==> src/rtl/rvdff_arb_stage_pkg.sv <==
// Shared widths and entry layout for the arbitrated 64-bit staging buffer.
// The top module derives its own widths from its parameters; these are the defaults.
package rvdff_arb_stage_pkg;
  localparam int ARB_WIDTH = 64;
  localparam int ARB_DEPTH = 2;
  localparam int ARB_NREQ  = 2;
  localparam int ARB_PTR_W = $clog2(ARB_DEPTH);
  localparam int ARB_SRC_W = $clog2(ARB_NREQ);

  typedef struct packed {
    logic [ARB_SRC_W-1:0] src;
    logic [ARB_WIDTH-1:0] data;
  } entry_t;
endpackage

==> src/rtl/rvdff_arb_stage_if.sv <==
// Requester-side and consumer-side handshake bundle of the staging buffer.
interface rvdff_arb_stage_if #(
  parameter int WIDTH = rvdff_arb_stage_pkg::ARB_WIDTH,
  parameter int NREQ  = rvdff_arb_stage_pkg::ARB_NREQ,
  parameter int SRC_W = $clog2(NREQ)
);
  logic [NREQ-1:0]            req_valid;
  logic [NREQ-1:0][WIDTH-1:0] req_data;
  logic [NREQ-1:0]            req_ready;
  logic                       out_valid;
  logic [WIDTH-1:0]           out_data;
  logic [SRC_W-1:0]           out_src;
  logic                       out_ready;

  modport slave (
    input  req_valid, req_data, out_ready,
    output req_ready, out_valid, out_data, out_src
  );
  modport master (
    output req_valid, req_data, out_ready,
    input  req_ready, out_valid, out_data, out_src
  );
endinterface

==> src/rtl/rvdffe_sync.sv <==
// Enabled register with synchronous active-high clear.
module rvdffe_sync #(
  parameter int WIDTH = 64
) (
  input  logic             clk,
  input  logic             rst,
  input  logic             en,
  input  logic [WIDTH-1:0] d,
  output logic [WIDTH-1:0] q
);
  logic [WIDTH-1:0] q_d, q_q;

  always_comb q_d = en ? d : q_q;

  always_ff @(posedge clk) begin
    if (rst) q_q <= '0;
    else     q_q <= q_d;
  end

  assign q = q_q;
endmodule

==> src/rtl/rvdff_arb_stage.sv <==
// Round-robin arbiter feeding a DEPTH-entry register FIFO drained over valid/ready.
// Outputs come straight from entry flops; ready depends on count only (no pop bypass).
module rvdff_arb_stage
  import rvdff_arb_stage_pkg::*;
#(
  parameter int WIDTH = ARB_WIDTH,
  parameter int DEPTH = ARB_DEPTH,
  parameter int NREQ  = ARB_NREQ
) (
  input  logic clk,
  input  logic rst,
  input  logic flush,
  rvdff_arb_stage_if.slave bus
);
  localparam int PW = $clog2(DEPTH);
  localparam int SW = $clog2(NREQ);
  localparam logic [PW:0] FULL = (PW+1)'(DEPTH);

  typedef struct packed {
    logic [SW-1:0]    src;
    logic [WIDTH-1:0] data;
  } ent_t;

  logic [PW:0]   count_d, count_q;
  logic [PW-1:0] wr_ptr_d, wr_ptr_q, rd_ptr_d, rd_ptr_q;
  logic [SW-1:0] rr_ptr_d, rr_ptr_q;

  logic             found, push, pop;
  logic [SW-1:0]    grant, idx;
  logic [WIDTH-1:0] push_data;
  ent_t [DEPTH-1:0] entry_q;

  // Arbiter: first valid requester at or after rr_ptr, wrapping
  always_comb begin
    found = 1'b0;
    grant = '0;
    idx   = '0;
    for (int k = 0; k < NREQ; k++) begin
      idx = SW'((int'(rr_ptr_q) + k) % NREQ);
      if (!found && bus.req_valid[idx]) begin
        found = 1'b1;
        grant = idx;
      end
    end
    push_data = '0;
    for (int i = 0; i < NREQ; i++)
      if (SW'(i) == grant) push_data = bus.req_data[i];
  end

  always_comb begin
    push = found && (count_q < FULL) && !flush && !rst;
    pop  = bus.out_valid && bus.out_ready && !flush;
    bus.req_ready = '0;
    if (push) bus.req_ready[grant] = 1'b1;

    count_d  = count_q;
    wr_ptr_d = wr_ptr_q;
    rd_ptr_d = rd_ptr_q;
    rr_ptr_d = rr_ptr_q;
    if (push && !pop)      count_d = count_q + 1'b1;
    else if (pop && !push) count_d = count_q - 1'b1;
    if (push) begin
      wr_ptr_d = wr_ptr_q + 1'b1;
      rr_ptr_d = (int'(grant) == NREQ-1) ? '0 : grant + 1'b1;
    end
    if (pop) rd_ptr_d = rd_ptr_q + 1'b1;
    if (flush) begin
      count_d  = '0;
      wr_ptr_d = '0;
      rd_ptr_d = '0;
    end
  end

  always_ff @(posedge clk) begin
    if (rst) begin
      count_q  <= '0;
      wr_ptr_q <= '0;
      rd_ptr_q <= '0;
      rr_ptr_q <= '0;
    end else begin
      count_q  <= count_d;
      wr_ptr_q <= wr_ptr_d;
      rd_ptr_q <= rd_ptr_d;
      rr_ptr_q <= rr_ptr_d;
    end
  end

  for (genvar e = 0; e < DEPTH; e++) begin : g_ent
    rvdffe_sync #(.WIDTH(SW+WIDTH)) u_ent (
      .clk (clk),
      .rst (rst),
      .en  (push && (wr_ptr_q == PW'(e))),
      .d   ({grant, push_data}),
      .q   (entry_q[e])
    );
  end

  assign bus.out_valid = (count_q != '0);
  assign bus.out_data  = entry_q[rd_ptr_q].data;
  assign bus.out_src   = entry_q[rd_ptr_q].src;
endmodule

==> src/flat_wrapper.sv <==
// flat-port wrapper written by rule: the top's interface ports become plain ports
module rvdff_arb_stage_flat import rvdff_arb_stage_pkg::*;
#(
  parameter int WIDTH = ARB_WIDTH,
  parameter int DEPTH = ARB_DEPTH,
  parameter int NREQ  = ARB_NREQ
)
  (clk, rst, flush, bus_req_valid, bus_req_data, bus_out_ready, bus_req_ready, bus_out_valid, bus_out_data, bus_out_src);
  rvdff_arb_stage_if #(.WIDTH(WIDTH), .NREQ(NREQ)) bus_i ();
  input  logic clk;
  input  logic rst;
  input  logic flush;
  input wire logic [$bits(bus_i.req_valid)-1:0] bus_req_valid;
  input wire logic [$bits(bus_i.req_data)-1:0] bus_req_data;
  input wire logic [$bits(bus_i.out_ready)-1:0] bus_out_ready;
  output wire logic [$bits(bus_i.req_ready)-1:0] bus_req_ready;
  output wire logic [$bits(bus_i.out_valid)-1:0] bus_out_valid;
  output wire logic [$bits(bus_i.out_data)-1:0] bus_out_data;
  output wire logic [$bits(bus_i.out_src)-1:0] bus_out_src;
  assign bus_i.req_valid = bus_req_valid;
  assign bus_i.req_data = bus_req_data;
  assign bus_i.out_ready = bus_out_ready;
  assign bus_req_ready = bus_i.req_ready;
  assign bus_out_valid = bus_i.out_valid;
  assign bus_out_data = bus_i.out_data;
  assign bus_out_src = bus_i.out_src;
  rvdff_arb_stage #(.WIDTH(WIDTH), .DEPTH(DEPTH), .NREQ(NREQ)) u_core (.clk(clk), .rst(rst), .flush(flush), .bus(bus_i));
endmodule
==> config.mk <==
export PLATFORM = sky130hd
export DESIGN_NAME = rvdff_arb_stage_flat
export DESIGN_NICKNAME = d
export VERILOG_FILES = /design/src/rtl/rvdff_arb_stage_pkg.sv /design/src/rtl/rvdff_arb_stage_if.sv /design/src/rtl/rvdffe_sync.sv /design/src/rtl/rvdff_arb_stage.sv /design/src/flat_wrapper.sv
export SDC_FILE = /design/constraint.sdc
export NUM_CORES = 1
export LEC_CHECK = 0
export BUFFER_PORTS_ARGS = -buffer_cell sky130_fd_sc_hd__buf_2
export CAP_MARGIN = 20
export CORE_MARGIN = 5
export CORE_UTILIZATION = 52
export CTS_CLUSTER_DIAMETER = 120
export DETAILED_ROUTE_END_ITERATION = 16
export PLACE_DENSITY = 0.81
export SYNTH_ARGS = -nofsm -noshare
export SYNTH_HDL_FRONTEND = slang
export SYNTH_SLANG_ARGS = --single-unit
==> constraint.sdc <==
create_clock -name clk -period 2.57 [get_ports clk]
set_input_delay 0.771 -clock clk [delete_from_list [all_inputs] [get_ports clk]]
set_output_delay 0.771 -clock clk [all_outputs]
set_load 0.005 [all_outputs]
==> summary.md <==
| Metric | Value |
|---|---|
| Final setup fails | `0` |
| CP max FO | `4` |
| Htree depth | `4` |
| Initial antenna violation count | `1` |
| Startpoint class of the critical path | `primary input` |
| Rel. slew slack | `0.3247` |
| Synth area leader | `dfxtp_1` |
| LEAKAGE | `3.151 nW` |
| Filler cells | `1,050` |
| Post-synth EDFFs | `0` |
| WS Path Type | `in -> out` |
| Routed len/inst | `19.58 microns` |
| Crit path required time | `1.80 ns` |
| Worst path slowest cell | `or2_0` |
| Post-Syn Instances | `717` |
| Syn-to-layout area delta | `25.31%` |
| WL final | `20,580 microns` |
| Critical Path End Type | `primary output` |
| CP max stage delay | `0.33 ns` |
| RSZ-0062 raised after global routing | `false` |
| Top-area cell type share of the netlist area | `0.4105` |
| Critical Path AT | `1.68 ns` |
| Sw Ratio | `0.2449` |
| Via Count | `6,810` |
| Clock Skew | `0.007415 ns` |
| Iteration-0 DRC Markers | `861` |
| Nets | `1,001` |
| Sw power | `1.359 mW` |
| # IOs | `202` |
| Vias in the first global route | `6,544` |
| Hold Fails Final Rpt | `0` |
| Final Max Slew Viols | `0` |
| Top cell by count, worst path | `buf_2` |
| Most common cell in the netlist | `dfxtp_1` |
| Status | `completed` |
| Maximum clock frequency | `0.4084 GHz` |
| Post-route ant nets | `0` |
| Pin count of the biggest net entering global routing | `99` |
| CTS tree | `yes` |
| Grt total ovfl | `0` |
| Post-CTS Setup Inserts | `0` |
| Clk root buf | `clkbuf_16` |
| Clock buffer depth | `2` |
| Die Wd | `122.5 microns` |
| DR pass1 iterations | `5` |
| Core area | `0.01252 sq mm` |
| Worst-path clk slew | `0.05 ns` |
| Number of port buffers | `201` |
| DRC | `0` |
| Skew-Pair Late Insertion Delay | `0.42 ns` |
| Top cells by area, synth | `dfxtp_1 41%, a311oi_1 17%, mux2_2 11%` |
| Chip Height | `122.5 microns` |
| Min Hold Slack | `0.4896 ns` |
| Fin crit share | `0.9527` |
| Clock network power share | `0.459` |
| Comb pwr share | `0.141` |
| Rows | `41` |
| Min cycle time layout | `2.449 ns` |
| Seq/Total Area, Yosys | `0.4105` |
| Sum of negative setup slack | `0 ns` |
| Post-synthesis cell area | `0.006584 sq mm` |
| Worst Tran Pin Value | `1.013 ns` |
| Synth cell types | `32` |
| Int Pwr | `4.191 mW` |
| Syn nets | `852` |
| PwrDens | `672.7 mW/mm^2` |
| Flop pwr share | `0.401` |
| Max Cap Viol | `0` |
| Cell Chain, Critical Path | `buf_2 > or2_0 > nor4_2 > buf_2` |
| First-pass GRT wire length | `32,430 microns` |
| Die Area | `0.01501 sq mm` |
| Primary FF master, synth | `dfxtp_1` |
| Clk sinks | `135` |
| Avg Cell Area, Syn | `9.182 sq um` |
| Gr usage total | `0.2708` |
| Share of layout cells above drive strength 1 | `0.3781` |
| Via density | `6.480` |
| Worst vdd ir | `0.0004634 V` |
| DP HPWL | `12,680 microns` |
| Hold Buf Count CTS | `0` |
| GP Congestion | `0.7937` |
| Ys Warns | `0` |
| Worst Hold Class | `reg -> reg` |
| Synth cell count leaders | `135 x dfxtp_1, 133 x a21oi_1, 128 x a311oi_1` |
| Cts bufs inserted | `17` |
| FF+latch count, synth | `135` |
| Asr flop ratio synth | `0` |
| Starting Density | `0.5260` |
==> stage by stage <==
step                      total power, mW  setup WS (ns)  std cells  instance area (sq um)    util
final                               5.550         0.1215       1051                   8250  0.6591
after global routing                5.769        0.05888       1051                   8250  0.6591
after CTS                           5.585        0.03604       1050                   8242  0.6584
after detailed placement            3.034        0.04267       1019                   7621  0.6089
after global placement              3.022        0.07084       1019                   7621  0.6089
after floorplan                     2.729         0.2815        717                   6584       -
==> cell families after synthesis <==
kind of cell,share of synthesized area
compound gates,0.3288
flops,0.4105
buf+inv,0.07488
simple gates,0.06880
mux,0.1112
xor+xnor,0.003992
fa+ha+maj,0.001900
==> area by class of cell <==
type	instances	area (sq um)	share of cell area
timing repair buffer	224	1281	0.1553
tap	172	215.2	0.02608
sequential	135	2704	0.3277
clock buffer	21	470.5	0.05702
multi-input combinational	487	3423	0.4149
antenna	1	2.502	0.0003033
clock inverter	10	150.1	0.01820
inverter	1	3.754	0.0004550
==> power groups by stage <==
stage	Combinational, mW	Clock, mW	Sequential [mW]
after floorplan	0.476	0	2.25
after global placement	0.762	0	2.26
after detailed placement	0.769	0	2.26
after CTS	0.774	2.59	2.22
after global routing	0.851	2.69	2.23
final	0.780	2.55	2.22
==> sequential cells by signal (all words and copies together), names as in the netlist <==
register              count
u_core.rd_ptr_q           1
u_core.rr_ptr_q           1
u_core.g_ent.u_ent.q    130
u_core.wr_ptr_q           1
u_core.count_q            2
==> path summary, 6_finish.rpt <==
path / from / to / slack [ns] / cells after the start
worst max-delay path: flush / bus_req_ready[1] / 0.12 / 4
worst min register to register: u_core.g_ent[0].u_ent.q[64]$_SDFFE_PP0P_ / u_core.g_ent[0].u_ent.q[64]$_SDFFE_PP0P_ / 0.49 / 2
worst max register to register: u_core.count_q[1]$_SDFFE_PP0P_ / u_core.count_q[1]$_SDFFE_PP0P_ / 0.66 / 5
worst min-delay path: u_core.g_ent[0].u_ent.q[64]$_SDFFE_PP0P_ / u_core.g_ent[0].u_ent.q[64]$_SDFFE_PP0P_ / 0.49 / 2
==> cell usage in the layout (no fill, tap or decap), drive strengths merged <==
| master | count |
|---|---|
| a211oi | 1 |
| a21bo | 1 |
| a21oi | 133 |
| a311oi | 128 |
| and2 | 1 |
| buf | 224 |
| bufinv | 4 |
| clkbuf | 21 |
| clkinv | 6 |
| dfxtp | 135 |
| diode | 1 |
| ha | 1 |
| inv | 1 |
| mux2 | 65 |
| nand2 | 1 |
| nand2b | 1 |
| nand3 | 66 |
| nor2 | 4 |
| nor2b | 1 |
| nor3 | 3 |
| nor3b | 1 |
| nor4 | 2 |
| nor4b | 1 |
| o21ai | 67 |
| o21ba | 1 |
| o21bai | 1 |
| o31ai | 1 |
| or2 | 3 |
| or3 | 1 |
| xor2 | 3 |
==> worst max-delay path: cells and delay by family <==
kind	cells	cell delay [ns]
buf+inv	2	0.31
simple gates	2	0.60
==> metal layers <==
| layer | global-route usage | vias up | share of wire |
|---|---|---|---|
| li1 | - | 3145 | - |
| met1 | 0.3459 | 3227 | 0.40 |
| met2 | 0.4401 | 400 | 0.49 |
| met3 | 0.05438 | 38 | 0.089 |
| met4 | 0.1274 | 0 | 0.022 |
| met5 | 0 | - | 0 |
==> timing repair <==
| item | CTS | global route |
|---|---|---|
| endpoints found under the setup margin | 0 | 1 |
| hold endpoints to repair | 0 | 0 |
| gates resized for setup | 0 | 1 |
(Power assumes the default switching activity.)
